$ cat config.mk
export PLATFORM = sky130hd
export DESIGN_NAME = inst_fetch_responder
export DESIGN_NICKNAME = d
export VERILOG_FILES = /design/src/rtl/inst_fetch_responder_pkg.sv /design/src/rtl/inst_fetch_responder_line_edge.sv /design/src/rtl/inst_fetch_responder.sv
export SDC_FILE = /design/constraint.sdc
export NUM_CORES = 1
export LEC_CHECK = 0
export BUFFER_PORTS_ARGS = -buffer_cell sky130_fd_sc_hd__buf_2
export CAP_MARGIN = 20
export CORE_UTILIZATION = 50
export DETAILED_ROUTE_END_ITERATION = 12
export GPL_TIMING_DRIVEN = 0
export HOLD_SLACK_MARGIN = 0.06
export PLACE_DENSITY = 0.81
export SLEW_MARGIN = 40
export SYNTH_ARGS = -nofsm -noshare
export SYNTH_HDL_FRONTEND = slang
export SYNTH_HIERARCHICAL = 1
export SYNTH_SLANG_ARGS = --single-unit
$ cat constraint.sdc
create_clock -name clk -period 3.78 [get_ports clk]
set_clock_uncertainty 0.1 [all_clocks]
set_input_delay 1.134 -clock clk [delete_from_list [all_inputs] [get_ports clk]]
set_output_delay 1.134 -clock clk [all_outputs]
set_load 0.02 [all_outputs]
$ cat src/rtl/inst_fetch_responder_pkg.sv
`default_nettype none
// +----------------------------------------------------------------------+
// | inst_fetch_responder_pkg                                             |
// | Shared fetch constants and FSM state encoding.                       |
// | Revision: 1.0                                                        |
// +----------------------------------------------------------------------+
package inst_fetch_responder_pkg;

  localparam int WORD_BYTES         = 4;
  localparam int LINE_BYTES_DEFAULT = 32;

  typedef logic [2:0] state_t;

  localparam state_t ST_IDLE  = 3'd0;
  localparam state_t ST_REQ1  = 3'd1;
  localparam state_t ST_WAIT1 = 3'd2;
  localparam state_t ST_REQ2  = 3'd3;
  localparam state_t ST_WAIT2 = 3'd4;
  localparam state_t ST_RESP  = 3'd5;

endpackage
`default_nettype wire

$ cat src/rtl/inst_fetch_responder_line_edge.sv
`default_nettype none
// +----------------------------------------------------------------------+
// | inst_fetch_responder_line_edge                                       |
// | Flags whether the word after i_addr lies in the same fetch line.     |
// | Revision: 1.0                                                        |
// +----------------------------------------------------------------------+
module inst_fetch_responder_line_edge #(
  parameter int LINE_BYTES = 32
) (
  input  logic [31:0] i_addr,
  output logic        o_need2
);

  localparam int OFF_W = $clog2(LINE_BYTES);

  logic [OFF_W-3:0] w_word_idx;
  logic             w_unused;

  assign w_word_idx = i_addr[OFF_W-1:2];
  // Last word of the line: addr+4 would cross into the next line.
  assign o_need2    = ~(&w_word_idx);
  assign w_unused   = ^{i_addr[31:OFF_W], i_addr[1:0]};

endmodule
`default_nettype wire

$ cat src/rtl/inst_fetch_responder.sv
`default_nettype none
// +----------------------------------------------------------------------+
// | inst_fetch_responder                                                 |
// | Dual-word instruction fetch responder over an sram-like memory bus.  |
// | Revision: 1.0                                                        |
// +----------------------------------------------------------------------+
module inst_fetch_responder
  import inst_fetch_responder_pkg::*;
#(
  parameter int LINE_BYTES = LINE_BYTES_DEFAULT
) (
  input  logic        clk,
  input  logic        rst,
  input  logic        flush,
  input  logic        sram_inst_ena,
  input  logic [31:0] sram_inst_addr,
  output logic [31:0] sram_inst_rdata_1,
  output logic [31:0] sram_inst_rdata_2,
  output logic        sram_inst_ok_1,
  output logic        sram_inst_ok_2,
  output logic        fetch_busy,
  output logic        mem_req,
  output logic [31:0] mem_addr,
  input  logic        mem_addr_ok,
  input  logic        mem_data_ok,
  input  logic [31:0] mem_rdata
);

  state_t      r_state;
  state_t      w_next;
  logic [31:0] r_base;
  logic        r_need2;
  logic        r_cancel;
  logic [31:0] r_rdata_1;
  logic [31:0] r_rdata_2;
  logic        r_ok_1;
  logic        r_ok_2;

  logic        w_need2;
  logic        w_accept;
  logic        w_drop;
  logic        w_in_req;
  logic        w_in_wait;
  logic        w_cap1;
  logic        w_cap2;

  inst_fetch_responder_line_edge #(
    .LINE_BYTES (LINE_BYTES)
  ) u_line_edge (
    .i_addr  (sram_inst_addr),
    .o_need2 (w_need2)
  );

  assign w_accept  = (r_state == ST_IDLE) && sram_inst_ena && !flush;
  // A response already in flight when flush arrives must still be drained.
  assign w_drop    = flush || r_cancel;
  assign w_in_req  = (r_state == ST_REQ1) || (r_state == ST_REQ2);
  assign w_in_wait = (r_state == ST_WAIT1) || (r_state == ST_WAIT2);
  assign w_cap1    = (r_state == ST_WAIT1) && mem_data_ok && !w_drop;
  assign w_cap2    = (r_state == ST_WAIT2) && mem_data_ok && !w_drop;

  always_ff @(posedge clk) begin
    if (rst) begin
      r_state <= ST_IDLE;
    end else begin
      r_state <= w_next;
    end
  end

  always_comb begin
    w_next = r_state;
    case (r_state)
      ST_IDLE: begin
        if (w_accept) w_next = ST_REQ1;
      end
      ST_REQ1: begin
        if (mem_addr_ok)  w_next = ST_WAIT1;
        else if (flush)   w_next = ST_IDLE;
      end
      ST_WAIT1: begin
        if (mem_data_ok) begin
          if (w_drop)       w_next = ST_IDLE;
          else if (r_need2) w_next = ST_REQ2;
          else              w_next = ST_RESP;
        end
      end
      ST_REQ2: begin
        if (mem_addr_ok)  w_next = ST_WAIT2;
        else if (flush)   w_next = ST_IDLE;
      end
      ST_WAIT2: begin
        if (mem_data_ok) w_next = w_drop ? ST_IDLE : ST_RESP;
      end
      ST_RESP: begin
        w_next = ST_IDLE;
      end
      default: begin
        w_next = ST_IDLE;
      end
    endcase
  end

  always_comb begin
    mem_req    = w_in_req;
    mem_addr   = 32'd0;
    fetch_busy = (r_state != ST_IDLE);
    if (r_state == ST_REQ1) mem_addr = r_base;
    if (r_state == ST_REQ2) mem_addr = r_base + 32'(WORD_BYTES);
  end

  always_ff @(posedge clk) begin
    if (rst) begin
      r_base    <= 32'd0;
      r_need2   <= 1'b0;
      r_cancel  <= 1'b0;
      r_rdata_1 <= 32'd0;
      r_rdata_2 <= 32'd0;
      r_ok_1    <= 1'b0;
      r_ok_2    <= 1'b0;
    end else begin
      if (w_accept) begin
        r_base  <= {sram_inst_addr[31:2], 2'b00};
        r_need2 <= w_need2;
      end
      if (w_in_req && flush && mem_addr_ok) begin
        r_cancel <= 1'b1;
      end else if (w_in_wait) begin
        if (mem_data_ok)  r_cancel <= 1'b0;
        else if (flush)   r_cancel <= 1'b1;
      end
      if (w_cap1) r_rdata_1 <= mem_rdata;
      if (w_cap2) r_rdata_2 <= mem_rdata;
      r_ok_1 <= (r_state == ST_RESP) && !flush;
      r_ok_2 <= (r_state == ST_RESP) && !flush && r_need2;
    end
  end

  assign sram_inst_rdata_1 = r_rdata_1;
  assign sram_inst_rdata_2 = r_rdata_2;
  assign sram_inst_ok_1    = r_ok_1;
  assign sram_inst_ok_2    = r_ok_2;

  // Read data with no outstanding transaction is a memory-side protocol error.
  always_ff @(posedge clk) begin
    if (!rst && mem_data_ok) begin
      assert (w_in_wait)
        else $error("inst_fetch_responder: data_ok outside WAIT state");
    end
  end

endmodule
`default_nettype wire

==> out/qor.yml, run 1 <==
detailed_routing:
  ant_nets: 0
  routed_wl_um: 12500
  drtPass1Iterations: 5
  drc: 0
  vias_per_cell: 5.43
  drtIter0Drc: 182
  wl_per_cell_um: 14.1
  vias: 4831
power:
  leakagePower_nw: 2.31
  peakVddDrop_uv: 191
  pwr_density_cell_nw_per_um2: 345
critical_path:
  crit_path_cell_trace: "and4_1 > clkbuf_1 > nand4_1 > buf_4 > or4_1 > a21oi_1 > buf_2"
  path_max_fanout: 10
  slowest_delay_ns: 0.50
  setup.worst_path.start_class: "flip-flop"
  slowest_stage: "or4_1"
  end_kind: "output pin"
  cp.arrival_ns: 2.44
  critPathKind: "flip-flop to output pin"
  cp.required_ns: 2.55
run_status:
  status: "completed"
synthesis:
  synth_top_area_frac: 0.456
  yosys.area.top_type: "dfxtp_1"
  syn_area_um2: 4440
  ys_async_sr_fraction: 0
  ys_types: 39
  ys.flop_type: "dfxtp_1"
  yosysMostFrequentCell: "nand2_1"
  ys_seq_area_frac: 0.456
  synth_common_cells: "204 x nand2_1, 113 x a21oi_1, 101 x dfxtp_1, 36 x clkbuf_1, 17 x nor2_1"
  synth_area_leaders: "dfxtp_1 46%, nand2_1 17%, a21oi_1 13%, clkbuf_1 3.0%, o31ai_1 1.9%"
  syn_inst: 602
  synth.avg_cell_area_um2: 7.37
  synth-edff-count: 0
  yosys_warnings: 6
  synth-seq-cells: 101
die:
  die_x_um: 96.2
  initial_core_util: 0.514
  row_count: 34
  die_y_um: 96.2
  core_um2: 8640
  die_area_um2: 9260
  ios: 170
placement:
  gp_congestion: 0.853
  dp_hpwl_um: 9280
  place_area_um2: 5390
  port_buffers: 162
final_layout:
  fillers: 792
  nNetsFinal: 848
  area_growth_pct: 26.4
  fin_area_um2: 5610
  fin_util: 0.649
  n_antenna_cell: 0
  drive_above_1_share: 0.255
cts:
  hold_buffers: 0
  cts_buffers: 9
  clockBufferDepth: 2
  cts.clk_slew.worst_paths_ns: 0.10
  clk_latency_ns: 0.36
  htreeDepth: 3
  cts_tree: "done"
  clockRootBuffer: "clkbuf_8"
  cts.sinks: 101
timing:
  fin_crit_ns: 3.67
  relSlewSlack: 0.647
  clock.fmax_mhz: 272
  hold_violations: 0
  final_max_slew_viol_count: 0
  setup_viol_count_final: 0
  worstMarginPinSlew_ns: 0.529
  tns_ns: 0
  finalCritPeriodShare: 0.972
  rsz0062_at_grt: "no"
grt:
  antenna_found_initial: 0
  overflow: 0
  grtUsageTotal: 0.269
  grt_max_degree: 19
  grt_pass1_vias: 4344
  grt_pass1_wl_um: 19500
worst_hold_path:
  worstHoldPathType: "flip-flop to flip-flop"
flow_run:
  maxCapViolations: 0
-- area by class of cell --
cell class                 count  area, um^2  share of cell area
clock buffer                   9         124              0.0221
sequential                   101        2030               0.361
inverter                       3        11.3             0.00201
buffer                        48         209              0.0373
timing repair buffer         164         831               0.148
multi-input combinational    450        2210               0.395
clock inverter                 6        57.6              0.0103
tap                          108         135              0.0241
-- timing repair --
item,in CTS,in global routing
gates resized for setup,0,10
setup buffers,1,1
setup endpoints to repair,5,7
pin swaps,1,1
cloned,0,0
-- layout by cell type, fill, tap and decap left out, drive strengths merged, types with 2 or more instances in the layout --
cell / count
o31ai: 11
nand4: 9
clkinv: 3
conb: 2
a22oi: 2
and2: 3
and3: 8
or4: 11
nand2: 204
inv: 6
buf: 177
nor2: 17
xnor2: 3
or2: 2
o22ai: 2
xor2: 9
nor4b: 2
nand2b: 5
nand3: 11
nor2b: 2
or3: 7
and4: 6
dfxtp: 101
a31oi: 2
o21ai: 8
a21oi: 113
mux2i: 2
clkbuf: 44
-- metrics by stage --
| step | setup slack, ns | power [mW] | cells | hold WS (ns) |
|---|---|---|---|---|
| 6_report | 0.107 | 1.93 | 889 | 0.356 |
| 5_1_grt | 0.00634 | 2.02 | 889 | 0.376 |
| 4_1_cts | 0.0111 | 1.94 | 889 | 0.358 |
| 3_5_place_dp | 0.274 | 1.31 | 873 | 0.346 |
| 3_3_place_gp | 0.327 | 1.30 | 873 | 0.339 |
| 2_1_floorplan | 0.571 | 1.23 | 603 | 0.345 |
-- power by group --
part | internal, mW | total, mW | leakage, nW | switching [mW]
Combinational | 0.0677 | 0.178 | 1.39 | 0.110
Clock | 0.251 | 0.646 | 0.0937 | 0.395
Sequential | 1.08 | 1.11 | 0.818 | 0.0250
-- worst max-delay path: cells and delay by family (launching register included) --
| kind | cells | cell delay, ns |
|---|---|---|
| and+or+nand+nor | 3 | 0.83 |
| DFF | 1 | 0.40 |
| AOI/OAI and AO/OA | 1 | 0.22 |
| buffers and inverters | 3 | 0.63 |
-- kinds of logic after synthesis --
logic type / after synthesis / share of synthesized area
other: 1 / 0.000845
AOI/OAI and AO/OA: 143 / 0.173
and+or+nand+nor: 290 / 0.290
adders and majority gates: 1 / 0.00282
xor gates and xnor gates: 12 / 0.0237
DFF: 101 / 0.456
buffers and inverters: 52 / 0.0493
muxes: 2 / 0.00451
-- path summary, 6_finish.rpt --
check	start	to	slack [ns]	depth (start not counted)
worst min register to register	sram_inst_rdata_2[15]$_SDFFE_PP0P_	sram_inst_rdata_2[15]$_SDFFE_PP0P_	0.36	2
worst max register to register	r_state[0]$_SDFFE_PP0P_	sram_inst_rdata_1[20]$_SDFFE_PP0P_	1.63	7
worst max-delay path	r_base[4]$_SDFFE_PP0P_	mem_addr[31]	0.11	7
worst min-delay path	sram_inst_rdata_2[15]$_SDFFE_PP0P_	sram_inst_rdata_2[15]$_SDFFE_PP0P_	0.36	2
-- per-layer routing --
metal | part of all wire | vias to the layer above | GRT usage
met3 | 0.084 | 16 | 0.0766
met5 | 0 | - | 0
met4 | 0.013 | 0 | 0.0771
met1 | 0.42 | 2237 | 0.318
li1 | - | 2377 | -
met2 | 0.48 | 201 | 0.470
-- state kept, by name, summed over array words and instances (netlist names) --
signal / cells
r_need2: 1
sram_inst_rdata_1: 32
sram_inst_ok_1: 1
sram_inst_ok_2: 1
r_state: 3
r_cancel: 1
r_base: 30
sram_inst_rdata_2: 32
(Power assumes the default switching activity.)
==> run 2, diff against run 1 <==
- RECOVER_POWER: unset -> 50
==> out/qor.yml, run 2 (synthesis results as in run 1) <==
die:
  row_count: 34  # unchanged
  ios: 170  # unchanged
  die_x_um: 96.2  # unchanged
  die_y_um: 96.2  # unchanged
  die_area_um2: 9260  # unchanged
  initial_core_util: 0.514  # unchanged
  core_um2: 8640  # unchanged
final_layout:
  layout_commonest_cell: "nand2_1"  # unchanged
  area_growth_pct: 24.5  # was 26.4%
  final_cell_mix: "204 x nand2_1, 113 x a21oi_1, 101 x buf_2"  # was 204 x nand2_1, 167 x buf_2, 113 x a21oi_1
  nNetsFinal: 848  # unchanged
  n_antenna_cell: 0  # unchanged
  drive_above_1_share: 0.170  # was 0.255
critical_path:
  cp.arrival_ns: 2.45  # was 2.44 ns
  critPathKind: "flip-flop to output pin"  # unchanged
  setup.worst_path.start_class: "flip-flop"  # unchanged
  path_max_fanout: 10  # unchanged
  end_kind: "output pin"  # unchanged
  r2r_cells: 7  # unchanged
  cp.required_ns: 2.55  # about the same
cts:
  clockRootBuffer: "clkbuf_8"  # unchanged
  htreeDepth: 3  # unchanged
  cts.sinks: 101  # unchanged
  cts_buffers: 9  # unchanged
  clk_latency_ns: 0.36  # about the same
  cts.clk_slew.worst_paths_ns: 0.10  # about the same
  hold_buffers: 0  # unchanged
  cts_tree: "done"  # unchanged
  clockBufferDepth: 2  # unchanged
grt:
  grtUsageTotal: 0.269  # unchanged
  use_met2: 0.470  # unchanged
  met1_usage: 0.318  # unchanged
  grt_pass1_vias: 4344  # unchanged
  overflow: 0  # unchanged
  gr-usage-met3: 0.0766  # unchanged
  grt_max_degree: 19  # unchanged
  grt_pass1_wl_um: 19500  # unchanged
  grt.busiest_layer: "met2"  # unchanged
  antenna_found_initial: 0  # unchanged
timing:
  holdWs_ns: 0.358  # was 0.356 ns
  worstMarginPinSlew_ns: 0.520  # was 0.529 ns
  relSlewSlack: 0.651  # was 0.647
  tns_ns: 0  # unchanged
  final_max_slew_viol_count: 0  # unchanged
  rsz0062_at_grt: "no"  # unchanged
  finalCritPeriodShare: 0.973  # was 0.972
  clock.fmax_mhz: 272  # about the same
  hold_violations: 0  # unchanged
  setup_viol_count_final: 0  # unchanged
  fin_crit_ns: 3.68  # was 3.67 ns
placement:
  gp_congestion: 0.853  # unchanged
  port_buffers: 162  # unchanged
  dp_hpwl_um: 9280  # unchanged
power:
  p_total_mw: 1.94  # was 1.93 mW
  leakagePower_nw: 2.01  # was 2.31 nW
  p_switching_mw: 0.533  # was 0.530 mW
  pwr_density_cell_nw_per_um2: 350  # was 345 nW/um^2
  p_clk_frac: 0.335  # was 0.334
  p_sw_frac: 0.275  # was 0.274
  peakVddDrop_uv: 191  # about the same
  p_int_mw: 1.40  # about the same
  seqPwrFrac: 0.573  # was 0.574
  pwr-share-comb: 0.092  # about the same
detailed_routing:
  ant_nets: 0  # unchanged
  routed_wl_um: 12500  # about the same
  drc: 0  # unchanged
  vias: 4853  # was 4,831
  vias_per_cell: 5.46  # was 5.43
  drtIter0Drc: 184  # was 182
  drtPass1Iterations: 5  # unchanged
  wl_per_cell_um: 14.1  # about the same
flow_run:
  maxCapViolations: 0  # unchanged
run_status:
  status: "completed"  # unchanged
worst_hold_path:
  worstHoldPathType: "flip-flop to flip-flop"  # unchanged
  hold-path-cell-count: 2  # unchanged
run 2: changes by cell type in the layout (fill, tap and decap cells not counted), sizes merged:
| cell | change |
|---|---|
| clkbuf | +66 |
| buf | -66 |
run 2: layout make-up:
type	instances	area [um^2]
timing repair buffer	164	748
clock buffer	9	124
fill	835	3110
sequential	101	2030
buffer	48	209
clock inverter	6	57.6
tap	108	135
multi-input combinational	450	2210
inverter	3	11.3
run 2: layer usage:
layer / up-vias / share of wire
met2: 188 / 0.48
met5: - / 0
li1: 2376 / -
met1: 2273 / 0.43
met4: 0 / 0.013
met3: 16 / 0.077
run 2: power by group through the flow:
stage | clock (mW) | combinational [mW] | sequential, mW
2_1_floorplan | 0 | 0.102 | 1.13
3_3_place_gp | 0 | 0.172 | 1.13
3_5_place_dp | 0 | 0.177 | 1.13
4_1_cts | 0.660 | 0.177 | 1.11
5_1_grt | 0.704 | 0.198 | 1.11
6_report | 0.648 | 0.178 | 1.11
run 2: stage by stage:
step	utilization	cells	cell area [um^2]	setup WS, ns
6_report	0.640	889	5530	0.100
5_1_grt	0.640	889	5530	0.00634
4_1_cts	0.646	889	5580	0.0111
3_5_place_dp	0.624	873	5390	0.274
3_3_place_gp	0.624	873	5390	0.327
2_1_floorplan	-	603	4440	0.571
run 2: worst max-delay path, cell delays in order (launching register included):
cell and delay, ns:
dfxtp_1 0.40, and4_1 0.20, clkbuf_1 0.23, nand4_1 0.14, buf_4 0.20, or4_1 0.50
a21oi_1 0.22, buf_2 0.20
run 2: worst paths after layout:
kind | slack, ns | start | endpoint
worst min register to register | 0.36 | sram_inst_rdata_2[15]$_SDFFE_PP0P_ | sram_inst_rdata_2[15]$_SDFFE_PP0P_
worst max register to register | 1.63 | r_state[0]$_SDFFE_PP0P_ | sram_inst_rdata_1[9]$_SDFFE_PP0P_
worst min-delay path | 0.36 | sram_inst_rdata_2[15]$_SDFFE_PP0P_ | sram_inst_rdata_2[15]$_SDFFE_PP0P_
worst max-delay path | 0.10 | r_base[4]$_SDFFE_PP0P_ | mem_addr[31]
run 2: timing repair:
item | CTS | global route
hold endpoints to repair | 0 | 0
pin swaps | 1 | 1
setup endpoints to repair | 5 | 7
setup buffers | 1 | 1
gates resized for setup | 0 | 10
